$ cat src/rtl/uart_rx.sv
// uart_rx: 8-bit LSB-first UART receiver (8N1, or 8E1 when UART_RX_PARITY_EN is defined)
module uart_rx #(
    parameter int CLKS_PER_BIT = 434
) (
    input  logic       clk_50M,
    input  logic       rst,
    input  logic       rx,
    output logic [7:0] rx_data,
    output logic       rx_valid,
    output logic       frame_err,
    output logic       parity_err,
    output logic       busy
);
    localparam int CW = $clog2(CLKS_PER_BIT);
    localparam logic [CW-1:0] HALF = CW'((CLKS_PER_BIT - 1) / 2);
    localparam logic [CW-1:0] LAST = CW'(CLKS_PER_BIT - 1);

    typedef enum logic [2:0] {
        IDLE,
        START,
        DATA,
`ifdef UART_RX_PARITY_EN
        PARITY,
`endif
        STOP,
        WAIT_HIGH
    } state_t;

    state_t        state, state_d;
    logic          rx_m, rx_s;
    logic [CW-1:0] cnt;
    logic [2:0]    bit_idx;
    logic [7:0]    shreg;
    logic          last, stop_hit, par_ok;

    assign last     = cnt == LAST;
    assign stop_hit = state == STOP && last;
    assign busy     = state != IDLE;

`ifdef UART_RX_PARITY_EN
    localparam state_t AFTER_DATA = PARITY;
    logic par_bit;
    assign par_ok = ~^{shreg, par_bit};
    // Capture the parity bit; flag frames whose stop is good but even parity fails
    always_ff @(posedge clk_50M) begin
        if (rst) begin
            par_bit    <= 1'b0;
            parity_err <= 1'b0;
        end else begin
            par_bit    <= (state == PARITY && last) ? rx_s : par_bit;
            parity_err <= stop_hit && rx_s && !par_ok;
        end
    end
`else
    localparam state_t AFTER_DATA = STOP;
    assign par_ok     = 1'b1;
    assign parity_err = 1'b0;
`endif

    // Two-flop synchroniser; idles high so reset never looks like a start bit
    always_ff @(posedge clk_50M) begin
        if (rst) begin
            rx_m <= 1'b1;
            rx_s <= 1'b1;
        end else begin
            rx_m <= rx;
            rx_s <= rx_m;
        end
    end

    // State register
    always_ff @(posedge clk_50M) begin
        if (rst) state <= IDLE;
        else     state <= state_d;
    end

    // Next state: start validated at mid-bit, later samples one bit period apart
    always_comb begin
        state_d = state;
        case (state)
            IDLE:      state_d = rx_s ? IDLE : START;
            START:     state_d = (cnt == HALF) ? (rx_s ? IDLE : DATA) : START;
            DATA:      state_d = (last && bit_idx == 3'd7) ? AFTER_DATA : DATA;
`ifdef UART_RX_PARITY_EN
            PARITY:    state_d = last ? STOP : PARITY;
`endif
            STOP:      state_d = last ? (rx_s ? IDLE : WAIT_HIGH) : STOP;
            WAIT_HIGH: state_d = rx_s ? IDLE : WAIT_HIGH;
            default:   state_d = IDLE;
        endcase
    end

    // Bit timing, LSB-first shift register and registered result strobes
    always_ff @(posedge clk_50M) begin
        if (rst) begin
            cnt       <= '0;
            bit_idx   <= 3'd0;
            shreg     <= 8'h00;
            rx_data   <= 8'h00;
            rx_valid  <= 1'b0;
            frame_err <= 1'b0;
        end else begin
            cnt       <= (state_d != state || last) ? '0 : cnt + CW'(1);
            bit_idx   <= (state == DATA) ? bit_idx + 3'(last) : 3'd0;
            shreg     <= (state == DATA && last) ? {rx_s, shreg[7:1]} : shreg;
            rx_data   <= (stop_hit && rx_s && par_ok) ? shreg : rx_data;
            rx_valid  <= stop_hit && rx_s && par_ok;
            frame_err <= stop_hit && !rx_s;
        end
    end
endmodule

$ cat config.mk
export PLATFORM = sky130hd
export DESIGN_NAME = uart_rx
export DESIGN_NICKNAME = d
export VERILOG_FILES = /design/src/rtl/uart_rx.sv
export SDC_FILE = /design/constraint.sdc
export NUM_CORES = 1
export LEC_CHECK = 0
export BUFFER_PORTS_ARGS = -buffer_cell sky130_fd_sc_hd__buf_2
export CORE_MARGIN = 2
export CORE_UTILIZATION = 52
export CTS_CLUSTER_DIAMETER = 80
export CTS_CLUSTER_SIZE = 30
export DETAILED_ROUTE_END_ITERATION = 10
export HOLD_SLACK_MARGIN = 0.15
export MAX_ROUTING_LAYER = met4
export PLACE_DENSITY_LB_ADDON = 0.05
export SLEW_MARGIN = 20
export SYNTH_ARGS = -nofsm -noshare
export SYNTH_HDL_FRONTEND = slang
export SYNTH_SLANG_ARGS = --single-unit
$ cat constraint.sdc
create_clock -name clk_50M -period 1.8 [get_ports clk_50M]
set_input_delay 0.09 -clock clk_50M [delete_from_list [all_inputs] [get_ports clk_50M]]
set_output_delay 0.09 -clock clk_50M [all_outputs]
set_load 0.005 [all_outputs]
# Word level (Yosys, flattened, before mapping)
# Cells that the tools add are included.
[word_totals]
register_bits = 35
output_inout_bits = 12
wordCells = 38
[classes]
addsub = 2
eq_ne = 8
mux = 7
bitwise_logic = 1
n_reduce_logical = 11
[op_table]
columns = ["operator", "n"]
rows = [
  ["$pmux 3 s5", 1],
  ["$add 9x1->9 const B", 1],
  ["$eq 9x8->1 const B", 1],
  ["$eq 9x9->1 const B", 1],
  ["$eq 3x2->1 const B", 2],
  ["$eq 3x3->1 const B", 2],
  ["$mux 3", 2],
  ["$logic_and 1x1->1", 5],
  ["$mux 2", 2],
  ["$reduce_or 2->1", 2],
  ["$add 3x1->3", 1],
  ["$eq 3x1->1 const B", 1],
  ["$logic_not 3->1", 1],
  ["$ne 3x3->1", 1],
  ["$reduce_bool 3->1", 1],
  ["$mux 1", 2],
  ["$logic_not 1->1", 1],
  ["$logic_or 1x1->1", 1],
  ["$not 1->1", 1],
]

# Depth between registers and ports, before layout
# Gate-level depths: netlist of run 1.
[depth]
word_depth = 7
ltp_mapped = 9

# Least setup slack after synthesis of run 1
# Ideal clock, no wire load.
[synth_path]
path_kind = "register to register"
from = "reg cnt[0]"
to = "reg cnt[4]"
arrival_time_ps = 1786
required_ps = 1714
slack_ps = -71
path_stages_with_launch = 7
path_buffers = 1
period_less_slack_ps = 1871
path_cell_list = "dfxtp_1 -> ha_1 -> and4bb_2 -> a21oi_1 -> or4_1 -> buf_6 -> a211oi_1"
[synth_between]
elab_chain_len = 7
[synth_rtl]
columns = ["element", "line", "rtl"]
rows = [
  ["from (decl)", "31", "logic [CW-1:0] cnt;"],
  ["from (signal assigned)", "103", "cnt <= (state_d != state || last) ? '0 : cnt + CW'(1);"],
  ["$eq 9x9->1", "36", "assign last = cnt == LAST;"],
  ["$logic_and 1x1->1", "83", "DATA: state_d = (last && bit_idx == 3'd7) ? AFTER_DATA : DATA;"],
  ["$mux 1", "83", ""],
  ["$pmux 3 s5", "80", "case (state)"],
  ["$ne 3x3->1", "103", ""],
  ["$logic_or 1x1->1", "103", ""],
  ["$reduce_or 2->1 (no line)", "-", ""],
]
# Parallel ways exist; a longest one is shown, timed or not.
# A chain may end at the register's enable or synchronous reset.

# Final worst setup path of run 1
[layout_path]
from = "reg cnt[1]"
to = "reg cnt[2]"
# The elaborated chain is that of the path after synthesis.

==> run summary, run 1 <==
Synth Area in Simple Gates: 22.9%
nets@finish: 207
routability-driven placement congestion ratio: 0.864
P&R area growth vs syn: 28.0%
FP Rows: 20
# IOs: 15
Switching Fraction: 25.1%
Peak supply drop: 0.453 mV
global-route wire length before repair: 5.45 mm
cell with the most instances after synthesis: dfxtp_1
wire per inst: 14.6 um
NetSw: 330 uW
outcome: finished with violations
Hold Slack: 0.177 ns
clock skew: 0.00767 ns
initial antenna violation count: 0
Max Cap Viol: 0
Hold Crit Class: in2reg
Post-synth top flop: dfxtp_1
n_diodes: 0
Clk Tree Root Cell: clkbuf_4
core footprint: 0.00298 mm2
DRC: 0
top cell type's share of synthesized area: 44.3%
Worst Setup Path Type: reg2reg
post-synthesis mux area share: 10.1%
pwr/cell area: 649 mW/mm2
DR iter-0 viols: 84
Final Setup Violations: 9
Synth Net Count: 166
CTS Sinks: 35
Layout fillers: 244
CP Max Fanout: 5
compound-gate portion of the synthesized area: 8.30%
failing checks: setup timing
detailed placer's ending HPWL: 2.34 mm
Routed Antenna Nets: 0
GR Overflow Total: 0
final-report hold violation count: 0
RSZ-0062 raised after global routing: yes
port bufs: 13
Tmin final: 1.94 ns
Die Y: 59.2 um
Reg clk slew, reported paths: 0.10 ns
CTS tree: yes
Final Cycle Share: 108%
Flop pwr share: 60.4%
xor/xnor cell area share of the yosys netlist: 4.43%
DR pass1 iterations: 4
Leak: 0.841 nW
Hold Path Depth: 2
Total Wirelength: 3.41 mm
Crit. End Element: flip-flop
post-synthesis sequential area ratio: 44.3%
layout cells sized above 1: 40.5%
vias per cell: 5.52
Post-Synth Adder-Cell Area: 3.95%
WP data arrival: 2.20 ns
chip width: 59.2 um
startpoint types: flip-flop
GRT Util Overall: 21.7%
Initial Utilization: 53.2%
fin. max-slew vios: 0
Clk pwr share: 31.2%
CTS Buf Count: 5
dpl cell area: 0.00186 mm2
combinational share of power: 8.5%
setup slack after layout: -0.137 ns
fmax: 516 MHz
Pwr Total: 1.31 mW
number of synthesized flops with an enable pin: 0
Finished Cell Area: 0.00203 mm2
Int Power: 985 uW
CTS max path bufs: 2
Synth warnings: 0
DR vias: 1285
synth cell count leaders: 35 x dfxtp_1, 22 x nor2_1, 16 x mux2i_1
H-Tree Depth: 2
total die area: 0.00350 mm2
largest family of logic cells by synthesized area: simple AND/OR/NAND/NOR gates
vias in the first global route: 1200
mapped cell area: 0.00158 mm2
reg2reg path depth: 6
Yosys top cell by area: dfxtp_1
largest net degree at the start of global routing: 26
post-CTS setup buffers: 0
Synth async-reset ratio: 0%
largest cells by area after synthesis: dfxtp_1 44%, mux2i_1 10%, nor2_1 5.2%
Seq cells post-synth: 35
Distinct cells, synth: 39
Mapped Cells: 158
Mapped Avg Cell Area: 10.0 um2
Clock Latency Late Sink: 0.34 ns
Req. time, crit path: 2.07 ns
==> cell type report <==
type / count / area, um2 / area share [%]
multi-input combinational: 109 / 896 / 44.2
inverter: 5 / 21.3 / 1.05
clock buffer: 6 / 41.3 / 2.04
sequential: 35 / 706 / 34.8
timing repair buffer: 43 / 308 / 15.2
tap: 33 / 41.3 / 2.04
clock inverter: 2 / 12.5 / 0.618
==> cell usage in the layout, fill, tap and decap left out, types with 2 or more instances in the layout <==
cell type | Yosys | layout
a211oi_2 | 0 | 9
and2_1 | 3 | 3
buf_2 | 2 | 13
buf_4 | 2 | 26
buf_6 | 2 | 2
clkbuf_4 | 0 | 5
dfxtp_1 | 35 | 33
ha_2 | 0 | 3
inv_1 | 5 | 2
inv_2 | 0 | 2
mux2i_1 | 16 | 15
nand2_1 | 5 | 4
nand3_1 | 5 | 5
nand4b_1 | 4 | 4
nor2_1 | 22 | 22
nor3_1 | 6 | 6
nor4_1 | 2 | 2
or2_2 | 2 | 2
or4_4 | 0 | 3
xnor2_1 | 5 | 5
xor2_1 | 3 | 3
==> path summary, 6_finish.rpt <==
kind	start	to	slack, ns
min	rst	rx_data[0]	0.18
max	cnt[1]	cnt[2]	-0.14
max reg2reg	cnt[1]	cnt[2]	-0.14
min reg2reg	rx_m	rx_s	0.43
==> power by group through the flow <==
stage / logic (mW) / registers [mW] / clock network, mW
2_1_floorplan: 0.0579 / 0.810 / 0
3_3_place_gp: 0.0866 / 0.809 / 0
3_5_place_dp: 0.0893 / 0.810 / 0
4_1_cts: 0.0991 / 0.792 / 0.423
5_1_grt: 0.123 / 0.795 / 0.459
6_report: 0.111 / 0.793 / 0.410
==> cell families after synthesis <==
group                      after synthesis
DFF                                     35
adders and majority gates                5
buffers and inverters                   15
and+or+nand+nor                         62
other                                    1
AOI/OAI and AO/OA                       16
muxes                                   16
xor gates and xnor gates                 8
==> worst max-delay path, stage by stage, from the launching register on <==
cell and delay [ns]:
dfxtp_2 0.34, inv_2 0.08, ha_4 0.12, nand4b_1 0.13, o311a_1 0.43, or4_4 0.57
a211oi_2 0.20
==> through the flow <==
stage	worst slack, ns	TNS, ns	utilization [%]	instances
after floorplan	-0.00676	-0.0473	-	158
after global placement	-0.0649	-0.465	62.4	224
after detailed placement	-0.120	-0.756	62.4	224
after CTS	-0.100	-0.756	65.5	233
after global routing	-0.209	-1.70	68.0	233
final	-0.137	-1.03	68.0	233
==> what timing repair did <==
item / in CTS / in global routing
cloned: 0 / 1
hold endpoints to repair: 1 / 0
endpoints found under the setup margin: 10 / 13
hold buffers: 1 / 0
pin swaps: 0 / 9
resized for setup: 7 / 19
==> flip-flops by register name, summed over array words and instances, names as in the netlist <==
name and flops:
cnt 9, rx_data 8, shreg 8, bit_idx 3
state 3, frame_err 1, rx_m 1, rx_s 1
rx_valid 1
==> per-layer routing <==
layer  share of wire, %  track usage, %  vias to the layer above  wire (um)
met2                 50            33.8                       20       1690
met5                  0               -                        -          0
met3                3.8            6.11                        6        131
met4                1.1            9.09                        0         38
li1                   -               -                      638          -
met1                 45            26.3                      621       1540
No activity file was read; power rests on OpenSTA's default activity.
==> run 2: changes to the inputs <==
CORE_UTILIZATION = 57   (was 52)
CTS_CLUSTER_SIZE = 12   (was 30)
clock period = 2 ns   (was 1.8 ns; I/O delays follow)
==> run summary, run 2 (synthesis results as in run 1) <==
outcome: completed
Final Cycle Share: 94.8%
Initial Utilization: 58.9%
Worst Setup Path Type: reg2reg
DRC: 0
fin util: 65.9%
RR Endpoint: bit_idx[2]
pre-CTS WS: -0.00710 ns
fin cells: 212
reg2reg path depth: 9
Final Setup Violations: 0
DR pass1 iterations: 4
Clk Tree Root Cell: clkbuf_4
wire per inst: 13.2 um
multi-input logic area: 800 um2
setup slack after layout: 0.104 ns
final-report hold violation count: 0
Layout fillers: 230
max FFs per register: 9
port bufs: 13
CP Max Fanout: 4
CP cell instances: inv_1 -> ha_1 -> and4bb_2 -> nand2_1 -> inv_1 -> ha_1 -> ha_1 -> xor2_1 -> and2_1
clock skew: 0.0110 ns
routability-driven placement congestion ratio: 0.852
Hold Path Depth: 2
H-Tree Depth: 2
Pwr Total: 1.14 mW
Hold Crit Class: in2reg
Peak supply drop: 0.495 mV
DR vias: 1194
CTS tree: yes
Largest Register: cnt
placed insts: 203
Worst R2R Start: cnt[1]
global-route wire length before repair: 4.88 mm
layout cells sized above 1: 22.7%
DR iter-0 viols: 36
register area: 701 um2
commonest cells after routing, fill and taps aside: 35 x dfxtp_1, 22 x nor2_1, 16 x mux2i_1
setup total negative slack: 0 ns
Total Wirelength: 2.81 mm
Tmin final: 1.90 ns
crit-path leading delay family: simple AND/OR/NAND/NOR gates
CTS Buf Count: 5
Die Y: 56.7 um
Crit. End Element: flip-flop
most common cell after layout, fill and taps aside: dfxtp_1
hold endpoint: shreg[6]
Leak: 0.742 nW
CTS max path bufs: 2
largest net degree at the start of global routing: 26
chip width: 56.7 um
n_diodes: 0
core footprint: 0.00269 mm2
fin. max-slew vios: 0
GR Overflow Total: 0
Max Cap Viol: 0
Reg clk slew, reported paths: 0.11 ns
startpoint types: flip-flop
Routed Antenna Nets: 0
CP max stage delay: 0.39 ns
total die area: 0.00321 mm2
HP Start: rst
P&R area growth vs syn: 11.8%
detailed placer's ending HPWL: 2.02 mm
vias in the first global route: 1124
fmax: 528 MHz
Largest regs: cnt x9, rx_data x8, shreg x8
GRT Util Overall: 20.3%
CP bufs+invs: 2
reg-to-reg setup timing slack: 0.10 ns
CTS Sinks: 35
RSZ-0062 raised after global routing: no
Req. time, crit path: 2.24 ns
Clock Latency Late Sink: 0.33 ns
CP max-delay cell: dfxtp_1
initial antenna violation count: 0
nets@finish: 188
FP Rows: 19
vias per cell: 5.63
Critical Path Most Common Cell: ha_1
WP data arrival: 2.13 ns
pwr/cell area: 644 mW/mm2
# IOs: 15
[run 2: cell types whose count changed in the layout (fill, tap and decap cells not counted), sizes merged]
| cell | previous run | this run |
|---|---|---|
| or4 | 4 | 3 |
| buf | 42 | 24 |
[run 2: per-layer routing]
layer | track usage, % | vias to the layer above | share of wire (%)
met5 | - | - | 0
met4 | 8.84 | 0 | 1.4
met3 | 4.84 | 5 | 3.5
met1 | 24.7 | 570 | 48
li1 | - | 602 | -
met2 | 31.9 | 17 | 47
[run 2: stage by stage]
step	instance area, um2	hold WS, ns
2_1_floorplan	1580	0.204
3_3_place_gp	1700	0.283
3_5_place_dp	1700	0.287
4_1_cts	1760	0.172
5_1_grt	1770	0.189
6_report	1770	0.176
[run 2: worst reg2reg max path, cell delays in order (launching register included)]
cell,delay (ns)
dfxtp_1,0.39
inv_1,0.08
ha_1,0.20
and4bb_2,0.26
nand2_1,0.16
inv_1,0.07
ha_1,0.18
ha_1,0.18
xor2_1,0.15
and2_1,0.15
[run 2: what timing repair did]
item,4_1_cts,5_1_grt
gates resized for setup,1,1
buffers inserted,0,0
pin swaps,0,1
cloned,0,0
hold buffers,1,0
hold endpoints to repair,1,0
endpoints found under the setup margin,4,1
[run 2: how the worst max path moves through the flow]
stage | cells after the start | slack, ns | to | from
floorplan | 6 | 0.13 | cnt[4] | cnt[0]
global placement | 6 | 0.07 | cnt[3] | cnt[1]
detailed placement | 6 | -0.007 | cnt[3] | cnt[1]
CTS | 6 | 0.09 | cnt[3] | cnt[1]
global route | 9 | 0.01 | bit_idx[2] | cnt[1]
finish | 9 | 0.10 | bit_idx[2] | cnt[1]
[run 2: power by group]
group	total [mW]	internal [mW]	leakage, nW	switching (mW)
registers	0.714	0.705	0.283	0.00901
clock network	0.361	0.136	0.0282	0.225
logic	0.0658	0.0288	0.431	0.0370
total	1.14	0.869	0.742	0.271
[run 2: layout make-up]
| class | instances | share of cell area [%] |
|---|---|---|
| timing repair buffer | 25 | 8.91 |
| inverter | 5 | 1.06 |
| clock buffer | 6 | 2.33 |
| clock inverter | 2 | 0.707 |
| sequential | 35 | 39.6 |
| tap | 31 | 2.19 |
| multi-input combinational | 108 | 45.2 |
==> run 3: changes to the inputs <==
RECOVER_POWER = 50   (was default)
==> run summary, run 3 (synthesis results as in run 1) <==
DR vias: 1206
CP bufs+invs: 2
routability-driven placement congestion ratio: 0.852
initial antenna violation count: 0
Worst Setup Path Type: reg2reg
largest net degree at the start of global routing: 26
Leak: 0.732 nW
Total Wirelength: 2.79 mm
P&R area growth vs syn: 11.1%
Largest regs: cnt x9, rx_data x8, shreg x8
chip width: 56.7 um
Routed Antenna Nets: 0
CP max-delay cell: dfxtp_1
pwr/cell area: 648 mW/mm2
clock skew: 0.0111 ns
Initial Utilization: 58.9%
setup slack after layout: 0.124 ns
CP max stage delay: 0.39 ns
pre-CTS WS: -0.00710 ns
dpl cell area: 0.00170 mm2
Hold Crit Class: in2reg
Tmin final: 1.88 ns
wire per inst: 13.2 um
Crit. End Element: flip-flop
crit-path leading delay family: adder cells
detailed placer's ending HPWL: 2.02 mm
WP data arrival: 2.11 ns
Die Y: 56.7 um
CTS Sinks: 35
Largest Register: cnt
FP Rows: 19
CTS Buf Count: 5
Peak supply drop: 0.482 mV
CP Max Fanout: 4
startpoint types: flip-flop
total die area: 0.00321 mm2
GR Overflow Total: 0
vias in the first global route: 1124
Req. time, crit path: 2.24 ns
Final Cycle Share: 93.8%
final-report hold violation count: 0
Reg clk slew, reported paths: 0.11 ns
Final Setup Violations: 0
Critical Path Most Common Cell: ha_1
fmax: 533 MHz
outcome: completed
H-Tree Depth: 2
DR iter-0 viols: 42
most common cell after layout, fill and taps aside: dfxtp_1
CP cell instances: inv_1 -> ha_1 -> and4bb_1 -> nand2_1 -> inv_1 -> ha_1 -> ha_1 -> xor2_1 -> and2_1
DRC: 0
core footprint: 0.00269 mm2
placed insts: 203
CTS tree: yes
CTS max path bufs: 2
# IOs: 15
fin cells: 212
nets@finish: 188
fin. max-slew vios: 0
n_diodes: 0
Clk Tree Root Cell: clkbuf_4
Max Cap Viol: 0
max FFs per register: 9
Layout fillers: 232
Finished Cell Area: 0.00176 mm2
DR pass1 iterations: 4
global-route wire length before repair: 4.88 mm
Clock Latency Late Sink: 0.33 ns
vias per cell: 5.69
post-CTS setup buffers: 0
layout cells sized above 1: 20.4%
port bufs: 13
GRT Util Overall: 20.3%
commonest cells after routing, fill and taps aside: 35 x dfxtp_1, 22 x nor2_1, 16 x mux2i_1
fin util: 65.4%
==> run 3: worst paths after layout <==
check	cells after the start	to	slack (ns)	from
hold reg to reg	1	rx_s	0.43	rx_m
setup reg to reg	9	bit_idx[2]	0.12	cnt[1]
setup / recovery	9	bit_idx[2]	0.12	cnt[1]
hold / removal	2	rx_data[5]	0.18	rst
==> run 3: routing by layer <==
layer | wire (um) | share of wire (%) | up-vias | track usage [%]
li1 | - | - | 604 | -
met1 | 1330 | 48 | 576 | 24.7
met2 | 1310 | 47 | 19 | 31.9
met3 | 99 | 3.6 | 7 | 4.84
met4 | 48 | 1.7 | 0 | 8.84
met5 | 0 | 0 | - | -
==> run 3: power by group <==
| group | internal (mW) | leakage [nW] | switching, mW |
|---|---|---|---|
| combinational | 0.0279 | 0.421 | 0.0372 |
| clock | 0.136 | 0.0282 | 0.224 |
| sequential | 0.705 | 0.283 | 0.00905 |
| total | 0.868 | 0.732 | 0.271 |
==> run 3: timing repair <==
item,in CTS,in global routing
cloned,0,0
pin swaps,0,1
hold buffers,1,0
hold endpoints to repair,1,0
resized for setup,1,1
endpoints found under the setup margin,4,1
==> run 3: area by class of cell <==
type                            instances  area (um2)  share of cell area, %
Clock inverter                          2        12.5                  0.712
Clock buffer                            6        41.3                   2.35
Tap cell                               31        38.8                   2.21
Sequential cell                        35         701                   39.9
Timing Repair Buffer                   25         146                   8.33
Inverter                                5        18.8                   1.07
Multi-Input combinational cell        108         800                   45.5
==> run 3: stage by stage <==
stage	hold slack (ns)	total power [mW]	TNS [ns]
4_1_cts	0.172	1.16	0
6_report	0.179	1.14	0
3_3_place_gp	0.283	0.789	0
3_5_place_dp	0.287	0.792	-0.00948
5_1_grt	0.189	1.19	-0.00850
2_1_floorplan	0.204	0.777	0
